--- config.mk ---
export PLATFORM = sky130hd
export DESIGN_NAME = ifetch_line_buffer
export DESIGN_NICKNAME = d
export VERILOG_FILES = /design/src/rtl/ifetch_lb_pkg.sv /design/src/rtl/ifetch_line_buffer_lb_burst_assembler.sv /design/src/rtl/ifetch_line_buffer.sv
export SDC_FILE = /design/constraint.sdc
export NUM_CORES = 1
export LEC_CHECK = 0
export BUFFER_PORTS_ARGS = -buffer_cell sky130_fd_sc_hd__buf_2
export CAP_MARGIN = 20
export CORE_AREA = 2 2 247 273
export DETAILED_ROUTE_END_ITERATION = 10
export DIE_AREA = 0 0 249 275
export PLACE_DENSITY = 0.82
export RECOVER_POWER = 25
export SYNTH_ARGS = -nofsm -noshare
export SYNTH_HDL_FRONTEND = slang
export SYNTH_SLANG_ARGS = --single-unit
--- constraint.sdc ---
create_clock -name clk -period 13.7 [get_ports clk]
set_clock_uncertainty 0.2 [all_clocks]
set_input_delay 1.37 -clock clk [delete_from_list [all_inputs] [get_ports clk]]
set_output_delay 1.37 -clock clk [all_outputs]
set_load 0.005 [all_outputs]
--- src/rtl/ifetch_lb_pkg.sv ---
// Shared widths, FSM states and entry layout for the instruction-fetch line buffer.
package ifetch_lb_pkg;
  localparam int LINE_BITS = 256;
  localparam int BEAT_BITS = 64;
  localparam int BEATS     = LINE_BITS / BEAT_BITS;
  localparam int OFFSET_W  = 5;
  localparam int WIDX_W    = 3;
  localparam int TAG_W     = 32 - OFFSET_W;
  localparam int CNT_W     = $clog2(BEATS);

  typedef enum logic [2:0] {
    IDLE      = 3'd0,
    RESP_HIT  = 3'd1,
    FILL_REQ  = 3'd2,
    FILL_WAIT = 3'd3,
    RESP_MISS = 3'd4
  } lb_state_t;

  typedef struct packed {
    logic                 valid;
    logic [TAG_W-1:0]     tag;
    logic [LINE_BITS-1:0] data;
  } lb_entry_t;

  // Word w of a line occupies bits [w*32 +: 32].
  function automatic logic [31:0] line_word(input logic [LINE_BITS-1:0] line,
                                            input logic [WIDX_W-1:0]    w);
    return line[{w, 5'b0} +: 32];
  endfunction
endpackage

--- src/rtl/ifetch_line_buffer_lb_burst_assembler.sv ---
// Collects the beats of one burst into a line; beats tagged with another line address are dropped.
module lb_burst_assembler
  import ifetch_lb_pkg::*;
(
  input  logic                 clk,
  input  logic                 rst,
  input  logic                 start,
  input  logic                 active,
  input  logic [31:0]          line_addr,
  input  logic [31:0]          bmem_raddr,
  input  logic [BEAT_BITS-1:0] bmem_rdata,
  input  logic                 bmem_rvalid,
  output logic [LINE_BITS-1:0] line,
  output logic                 done
);
  logic [CNT_W-1:0] cnt;
  logic             take;

  assign take = active && bmem_rvalid && (bmem_raddr == line_addr);
  assign done = take && (cnt == CNT_W'(BEATS - 1));

  // Shifting in from the top leaves beat b at bits [b*64 +: 64] after the last beat.
  always_ff @(posedge clk) begin
    if (rst) begin
      cnt  <= '0;
      line <= '0;
    end else begin
      if (start)
        cnt <= '0;
      else if (take)
        cnt <= cnt + CNT_W'(1);
      if (take)
        line <= {bmem_rdata, line[LINE_BITS-1:BEAT_BITS]};
    end
  end
endmodule

--- src/rtl/ifetch_line_buffer.sv ---
// Fully-associative line buffer serving single-word reads; misses fill a whole line with a 4-beat burst.
module ifetch_line_buffer
  import ifetch_lb_pkg::*;
#(
  parameter int NUM_LINES = 2
) (
  input  logic                 clk,
  input  logic                 rst,
  input  logic                 req_valid,
  input  logic [31:0]          req_addr,
  output logic                 req_ready,
  output logic                 resp_valid,
  output logic [31:0]          resp_data,
  output logic                 miss_seen,
  input  logic                 flush,
  output logic [31:0]          bmem_addr,
  output logic                 bmem_read,
  input  logic                 bmem_ready,
  input  logic [31:0]          bmem_raddr,
  input  logic [BEAT_BITS-1:0] bmem_rdata,
  input  logic                 bmem_rvalid
);
  localparam int PTR_W = $clog2(NUM_LINES);

  lb_state_t            state, state_n;
  lb_entry_t            entries [NUM_LINES];
  logic [31:2]          lat_addr;
  logic [31:0]          line_addr;
  logic [PTR_W-1:0]     rr_ptr, hit_idx, hit_idx_c, victim;
  logic                 hit_c, all_valid;
  logic                 accept, install, fill_start, asm_done;
  logic                 miss_first, flush_pend;
  logic [LINE_BITS-1:0] asm_line;
  logic                 unused_addr_bits;

  assign unused_addr_bits = ^req_addr[1:0];
  assign line_addr = {lat_addr[31:OFFSET_W], {OFFSET_W{1'b0}}};
  assign req_ready = (state == IDLE) && !rst;
  assign accept    = req_valid && req_ready;
  assign miss_seen = miss_first;

  // A flush arriving with the request wins: the lookup sees every entry as invalid.
  always_comb begin
    hit_c     = 1'b0;
    hit_idx_c = '0;
    for (int i = 0; i < NUM_LINES; i++) begin
      if (entries[i].valid && !flush && entries[i].tag == req_addr[31:OFFSET_W]) begin
        hit_c     = 1'b1;
        hit_idx_c = PTR_W'(i);
      end
    end
  end

  always_comb begin
    victim    = rr_ptr;
    all_valid = 1'b1;
    for (int i = NUM_LINES - 1; i >= 0; i--) begin
      if (!entries[i].valid) begin
        victim    = PTR_W'(i);
        all_valid = 1'b0;
      end
    end
  end

  always_comb begin
    state_n    = state;
    resp_valid = 1'b0;
    resp_data  = '0;
    bmem_read  = 1'b0;
    bmem_addr  = '0;
    fill_start = 1'b0;
    install    = 1'b0;
    case (state)
      IDLE:
        if (accept) state_n = hit_c ? RESP_HIT : FILL_REQ;
      RESP_HIT: begin
        resp_valid = 1'b1;
        resp_data  = line_word(entries[hit_idx].data, lat_addr[4:2]);
        state_n    = IDLE;
      end
      FILL_REQ: begin
        bmem_read = 1'b1;
        bmem_addr = line_addr;
        if (bmem_ready) begin
          fill_start = 1'b1;
          state_n    = FILL_WAIT;
        end
      end
      FILL_WAIT:
        if (asm_done) state_n = RESP_MISS;
      RESP_MISS: begin
        resp_valid = 1'b1;
        resp_data  = line_word(asm_line, lat_addr[4:2]);
        install    = !flush_pend && !flush;
        state_n    = IDLE;
      end
      default: state_n = IDLE;
    endcase
  end

  always_ff @(posedge clk) begin
    if (rst) begin
      state      <= IDLE;
      lat_addr   <= '0;
      hit_idx    <= '0;
      rr_ptr     <= '0;
      miss_first <= 1'b0;
      flush_pend <= 1'b0;
      for (int i = 0; i < NUM_LINES; i++) entries[i].valid <= 1'b0;
    end else begin
      state      <= state_n;
      miss_first <= accept && !hit_c;
      if (accept) begin
        lat_addr <= req_addr[31:2];
        hit_idx  <= hit_idx_c;
      end
      // A line fetched across a flush may be stale, so it is returned but never kept.
      if (state == IDLE)
        flush_pend <= 1'b0;
      else if (flush && (state == FILL_REQ || state == FILL_WAIT))
        flush_pend <= 1'b1;
      if (flush) begin
        for (int i = 0; i < NUM_LINES; i++) entries[i].valid <= 1'b0;
        rr_ptr <= '0;
      end else if (install) begin
        entries[victim] <= '{valid: 1'b1, tag: lat_addr[31:OFFSET_W], data: asm_line};
        if (all_valid) rr_ptr <= rr_ptr + PTR_W'(1);
      end
    end
  end

  lb_burst_assembler u_asm (
    .clk        (clk),
    .rst        (rst),
    .start      (fill_start),
    .active     (state == FILL_WAIT),
    .line_addr  (line_addr),
    .bmem_raddr (bmem_raddr),
    .bmem_rdata (bmem_rdata),
    .bmem_rvalid(bmem_rvalid),
    .line       (asm_line),
    .done       (asm_done)
  );
endmodule

==> results of run 1 <==
==> worst max-delay path by stage <==
stage	slack (ns)	cells past startpoint	to	startpoint
after global routing	7.72	8	resp_data[12]	state[2]
after global placement	8.50	8	u_asm.line[238]	bmem_raddr[9]
after floorplan	4.01	3	entries[1][0]	flush
final	7.86	8	resp_data[12]	state[2]
after detailed placement	8.45	8	u_asm.line[238]	bmem_raddr[9]
after CTS	7.99	8	resp_data[31]	flip-flop
==> sequential cells by signal, indices dropped and copies added, names as in the netlist, named ones only <==
register and count:
entries 568, flush_pend 1, hit_idx 1, lat_addr 30, miss_seen 1, rr_ptr 1
state 3, u_asm.cnt 2, u_asm.line 256
==> worst max-delay path, cell delays in order (launching register included) <==
cell	delay, ns
dfxtp_1	0.52
nor3b_4	0.28
buf_12	0.50
buf_4	0.96
nor2_1	0.11
a211oi_1	0.27
a21oi_1	0.10
o22ai_1	0.39
buf_2	0.19
==> report_power, final <==
part           total [mW]  switching (mW)  internal, mW
clock network        2.36           0.976          1.38
registers            2.78          0.0232          2.75
logic               0.154          0.0923        0.0616
==> final cells by class <==
class                           count  area, sq um  area share, %
Sequential cell                   864        23000           57.6
Multi-Input combinational cell   1661        11700           29.4
Clock buffer                      126         2460           6.18
Timing Repair Buffer              225         1280           3.22
Tap cell                          858         1070           2.69
Clock inverter                     32          369          0.925
Antenna cell                        5         12.5         0.0313
Inverter                            1         3.75        0.00940
==> logic make-up after synthesis <==
logic type,Yosys count,share of synthesized area [%]
AOI/OAI and AO/OA,751,11.1
xor gates and xnor gates,83,2.03
adders and majority gates,1,0.0350
buffers and inverters,255,3.18
DFF,864,64.2
muxes,256,11.6
other,1,0.0105
and+or+nand+nor,565,7.83
==> per-layer routing <==
metal	up-vias	share of wire [%]	GRT usage, %
met3	172	8.3	5.14
li1	10700	-	-
met4	8	3.1	8.71
met2	1105	50	39.9
met5	-	0.062	0
met1	11800	39	29.9
==> through the flow <==
stage / instance area (sq um) / power (mW)
after floorplan: 35800 / 2.92
after global routing: 39900 / 5.41
after detailed placement: 37000 / 2.98
after CTS: 39900 / 5.30
after global placement: 37000 / 2.98
final: 39900 / 5.29
==> synth_stat cells (all sizes together) (2+ instances only) <==
| library cell | instances | area [sq um] |
|---|---|---|
| xor2 | 28 | 245 |
| nor3 | 5 | 25.0 |
| buf | 106 | 579 |
| or3 | 3 | 23.8 |
| clkbuf | 148 | 556 |
| o21ai | 261 | 1310 |
| nand2 | 65 | 244 |
| dfxtp | 298 | 5970 |
| a211oi | 64 | 480 |
| and4 | 2 | 17.5 |
| nor4 | 11 | 96.3 |
| nand4 | 17 | 106 |
| nor2 | 132 | 495 |
| mux4 | 128 | 2880 |
| mux2i | 128 | 1280 |
| and2 | 28 | 175 |
| xnor2 | 55 | 482 |
| a21o | 2 | 15.0 |
| edfxtp | 566 | 17000 |
| nand3b | 31 | 233 |
| o22ai | 33 | 206 |
| a21oi | 387 | 1940 |
| nor2b | 4 | 25.0 |
| nor3b | 3 | 27.5 |
| nand3 | 259 | 1300 |
==> metrics.txt, run 1 <==
RSZ-0062 raised after global routing false; Total Neg Setup Slack 0 ns; dpl hpwl 43100 microns; R2R Setup Slk around 9.4 ns; Root Driver clkbuf_16; Initial DRT Pass Iterations 6; final hold vios 0; HP Class flip-flop to flip-flop; vias in the first global route approximately 24000; ys async rst share 0%; reg2reg end entries[0][176]; CTS tree done; average via count per standard cell 6.29; total CTS buffers 84; area added between synthesis and finish 11.5%; status finished, final reports clean; Gate Count Post-Synth around 2800; Tot GR Track Use 23.5%; row count 99; # setup viols final 0; most common cell after layout, fill and taps aside edfxtp_1; CP Class flip-flop to output port; Distinct cells, synth between 40 and 50; Antenna Nets Post-Route 0; Yosys warning count 0; fmax about 170 MHz; Final #Nets 2972; DRT iter0 DRCs roughly 2400; pin count of the biggest net entering global routing about 260; fin crit period 5.84 ns; Yosys reg bits 864; WP data arrival 4.27 ns; Core Area around 66000 sq um; register area share after synthesis 64.2%; Setup Buffers After CTS 0; chip width between 200 and 250 microns; Final period util a little over two fifths; Max FO, Critical Path ~160; die height 275 microns; Final Max Tran Viols 0; Starting Density 54.4%; R2R depth 6; clock transition at the registers of the reported paths 0.06 ns; critical path capture point type output port; die area around 68000 sq um; Mean Syn Cell Area 12.9 sq um; r2r startpoint state[2]; Post-synth EDFFs roughly 570; share of layout cells above drive strength 1 about 17%; Final Non-Filler Cells about 3800; most frequent cells in the layout edfxtp_1, a21oi_1, dfxtp_1; Num Clock Sinks approximately 860; first-pass GRT wire length between 100000 and 150000 microns; hold endpoint entries[0][23]; Routed WL about 82000 microns; hold_ws between 0.2 and 0.3 ns; IO Port Bufs 194; Pwr per Cell Area ~130 nW/um^2; Top-Level Pins 202; clk buf depth 3; relative slew slack around 3%; Hold Crit Start u_asm.line[23]; post-cts sizing count 0; Overflow after GRT 0; Netlist Area Pre-Place 35800 sq um; # hold bufs at CTS 0; DRC 0; H-tree depth 3; RD Place Congestion 0.863; Startpoint Class flip-flop; clock latency on the worst-skew pair 0.64 ns; max-cap viol count 0; initial antenna violation count 9; Avg WL per Cell around 22 microns; dpl cells 3608; share of the core filled with cells between 60% and 70%; fillcell total approximately 4700; dominant synthesized flop cell edfxtp_1; Critical Path RT between 10 and 15 ns; Worst-Margin Slew approximately 1.5 ns; maximum vdd drop ~0.11 mV; hold depth 0; leakage power roughly 13 nW; DR vias 23700; dpl ws approximately 8.5 ns; worst setup margin approximately 7.9 ns
No activity file was read; power rests on OpenSTA's default activity.
==> run 2, diff against run 1 <==
Settings changed: ABC_AREA from default to 1, CORE_AREA 2 2 247 273 to 2 2 255 283, DIE_AREA 0 0 249 275 to 0 0 257 285.
Clock period 13.7 ns to 4.67 ns, I/O delays scaled along.
==> metrics.txt, run 2 <==
area added between synthesis and finish 12.3% (was 11.5%); RSZ-0062 raised after global routing false (unchanged); Root Driver clkbuf_16 (unchanged); Bufs and invs on worst path 2 (was 3); Startpoint Class flip-flop (unchanged); hold depth 3 (was 0); Critical Path RT 4.00 ns (was 12.13 ns); Switch Pwr 4.11 mW (was 1.09 mW); Final Non-Filler Cells 5161 (was 3772); crit-path max cell delay 0.75 ns (was 0.96 ns); clock latency on the worst-skew pair 0.62 ns (was 0.64 ns); Starting Density 54.3% (was 54.4%); logic gate share of total power 11.6% (was 2.9%); Distinct cells, synth 30 (was 44); fin area 43100 sq um (was 39900 sq um); Core Area 70800 sq um (was 65800 sq um); share of the core filled with cells 60.9% (was 60.7%); fin crit period approximately 4.2 ns; DR vias 29400 (was 23700); Critical-path top delay cell inv_2 (was buf_4); Gate Count Post-Synth 4050 (was 2776); fmax between 200 and 250 MHz; most common cell after layout, fill and taps aside nand2_1 (was edfxtp_1); total CTS buffers 79 (was 84); Setup Buffers After CTS 0 (unchanged); leakage power 16.6 nW (was 13.2 nW); Max FO, Critical Path 50 (was 162); Crit path max-delay family simple AND/OR/NAND/NOR gates (was buffers and inverters); ys async rst share 0% (unchanged); chip width 257 microns (was 249 microns); largest register by flop count entries (unchanged); DRT iter0 DRCs 2690 (was 2440); Final Max Tran Viols 0 (unchanged); Crit path depth 10 (was 8); count leader, synth nand2_1 (was edfxtp_1); WP data arrival 3.51 ns (was 4.27 ns); Yosys reg bits 864 (unchanged); biggest regs entries (568), u_asm.line (256), lat_addr (30) (unchanged); max FFs per register 568 (unchanged); Final #Nets 4283 (was 2972); Overflow after GRT 0 (unchanged); status finished, final reports clean (unchanged); Avg WL per Cell 18.6 microns (was 21.8 microns); Clock Power Share 38.6% (was 44.6%); IO Port Bufs 194 (unchanged); clk buf depth 3 (unchanged); most frequent cells in the layout nand2_1, edfxtp_1, inv_1 (was edfxtp_1, a21oi_1, dfxtp_1); initial antenna violation count 6 (was 9); R2R depth 6 (unchanged); Top-Level Pins 202 (unchanged); share of layout cells above drive strength 1 11.8% (was 17.0%); max-cap viol count 0 (unchanged); row count 103 (was 99); pin count of the biggest net entering global routing 212 (was 262); # setup viols final 0 (unchanged); clock transition at the registers of the reported paths 0.06 ns (about the same); Antenna Nets Post-Route 0 (unchanged); Yosys warning count 0 (unchanged); Num Clock Sinks 864 (unchanged); RD Place Congestion 0.948 (was 0.863); worst setup margin 0.495 ns (was 7.86 ns); critical path capture point type output port (unchanged); die height 285 microns (was 275 microns); DRC 0 (unchanged); switching share of power 24.9% (was 20.6%); Tot GR Track Use 25.6% (was 23.5%); dominant synthesized flop cell edfxtp_1 (unchanged); Synth top cells by count nand2_1, edfxtp_1, inv_1 (was edfxtp_1, a21oi_1, dfxtp_1); H-tree depth 3 (unchanged); Sequential Power Share 49.8% (was 52.5%); share of the synthesized area in the top cell type 44.3% (was 47.5%); Post-DP Area 40000 sq um (was 37000 sq um); relative slew slack 33.8% (was 2.98%); CTS tree done (unchanged); Pwr per Cell Area 383 nW/um^2 (was 133 nW/um^2); Post-synth EDFFs 566 (unchanged); Mean Syn Cell Area 9.48 sq um (was 12.9 sq um); CP Class flip-flop to output port (unchanged); final hold vios 0 (unchanged); average via count per standard cell 5.69 (was 6.29); Routed WL 96000 microns (was 82100 microns); dpl hpwl 54500 microns (was 43100 microns); Worst-Margin Slew 0.992 ns (was 1.46 ns); maximum vdd drop 0.308 mV (was 0.110 mV); Internal Power 12.4 mW (was 4.20 mW); Netlist Area Pre-Place 38400 sq um (was 35800 sq um); CP cell instances nor2_2 -> nand2_8 -> inv_2 -> nand2_1 -> o211ai_1 -> o211ai_1 -> nand3_1 -> nand2_1 -> nor2_1 -> buf_2 (was nor3b_4 -> buf_12 -> buf_4 -> nor2_1 -> a211oi_1 -> a21oi_1 -> o22ai_1 -> buf_2); vias in the first global route 28400 (was 23900); dpl cells 4954 (was 3608); dpl ws 1.16 ns (was 8.45 ns); die area 73200 sq um (was 68500 sq um); Final period util ~89%; top post-synthesis cells by area edfxtp_1, dfxtp_1, nand2_1 (was edfxtp_1, dfxtp_1, mux4_2); Initial DRT Pass Iterations 5 (was 6); fillcell total 5461 (was 4717); Power Total 16.5 mW (was 5.29 mW); Synth area leader edfxtp_1 (unchanged); HP Class input pin to flip-flop (was flip-flop to flip-flop); first-pass GRT wire length 151000 microns (was 129000 microns); register area share after synthesis 59.8% (was 64.2%)
==> run 2: cell count changes after synthesis, moves of 123 or more <==
cell / change
nand2_1: +542
inv_1: +532
nor2_1: +296
o211ai_1: +192
nand3_1: -136
a211oi_2: +128
mux4_2: -128
nor3_1: +127
o21ai_0: +123
==> run 2: final timing paths <==
check	endpoint	slack (ns)	startpoint
worst max register to register	entries[1][19]	1.63	state[1]
worst min register to register	entries[0][42]	0.25	u_asm.line[42]
worst max-delay path	resp_data[28]	0.50	state[1]
worst min-delay path	u_asm.line[212]	0.0003	bmem_rdata[20]
==> run 2: metrics by stage <==
step | hold WS, ns | TNS [ns]
floorplan | 0.226 | -659.33
global placement | 0.228 | 0
detailed placement | 0.238 | 0
CTS | 0.000459 | 0
global route | 0.0197 | 0
finish | 0.000316 | 0
==> run 2: per-layer routing <==
layer / global-route usage [%] / share of wire, %
met1: 33.0 / 40
met5: 0 / 0.033
met2: 43.5 / 49
met3: 4.32 / 7.9
met4: 9.61 / 3.2
==> run 2: final cells by class <==
type                    instances  area, sq um  share of cell area [%]
inverters                     537         2030                    4.70
well taps                     945         1180                    2.74
diodes                          4         10.0                  0.0232
clock inverters                35          334                   0.775
clock buffers                 110         2200                    5.09
flip-flops and latches        864        23000                    53.3
repair buffers                291         2110                    4.90
multi-input cells            2375        12300                    28.5
==> run 2: cells by family after synthesis <==
group | after synthesis | share of synthesized area (%)
compound gates | 1032 | 17.3
xor+xnor | 15 | 0.342
fa+ha+maj | 1 | 0.0326
buf+inv | 815 | 8.42
flops | 864 | 59.8
mux | 16 | 0.417
other cells | 1 | 0.00977
simple gates | 1306 | 13.7
==> run 2: power groups by stage <==
stage	Combinational (mW)	Clock, mW	Sequential [mW]
after floorplan	1.27	0	8.32
after detailed placement	1.83	0	8.38
after global routing	2.12	6.70	8.21
final	1.92	6.37	8.21
after global placement	1.78	0	8.37
after CTS	1.89	6.40	8.21
==> run 2: worst register-to-register path, stage by stage (launching register included) <==
cell and delay (ns):
dfxtp_2 0.33, nor2_2 0.23, nand2_8 0.24, nor3_4 0.30, nand3_2 0.13, clkinvlp_4 0.42, buf_12 0.55
==> run 2: what timing repair did <==
action                                 4_1_cts  5_1_grt
resized for setup                            0        0
endpoints found under the hold margin       57        0
hold buffers                                56        0
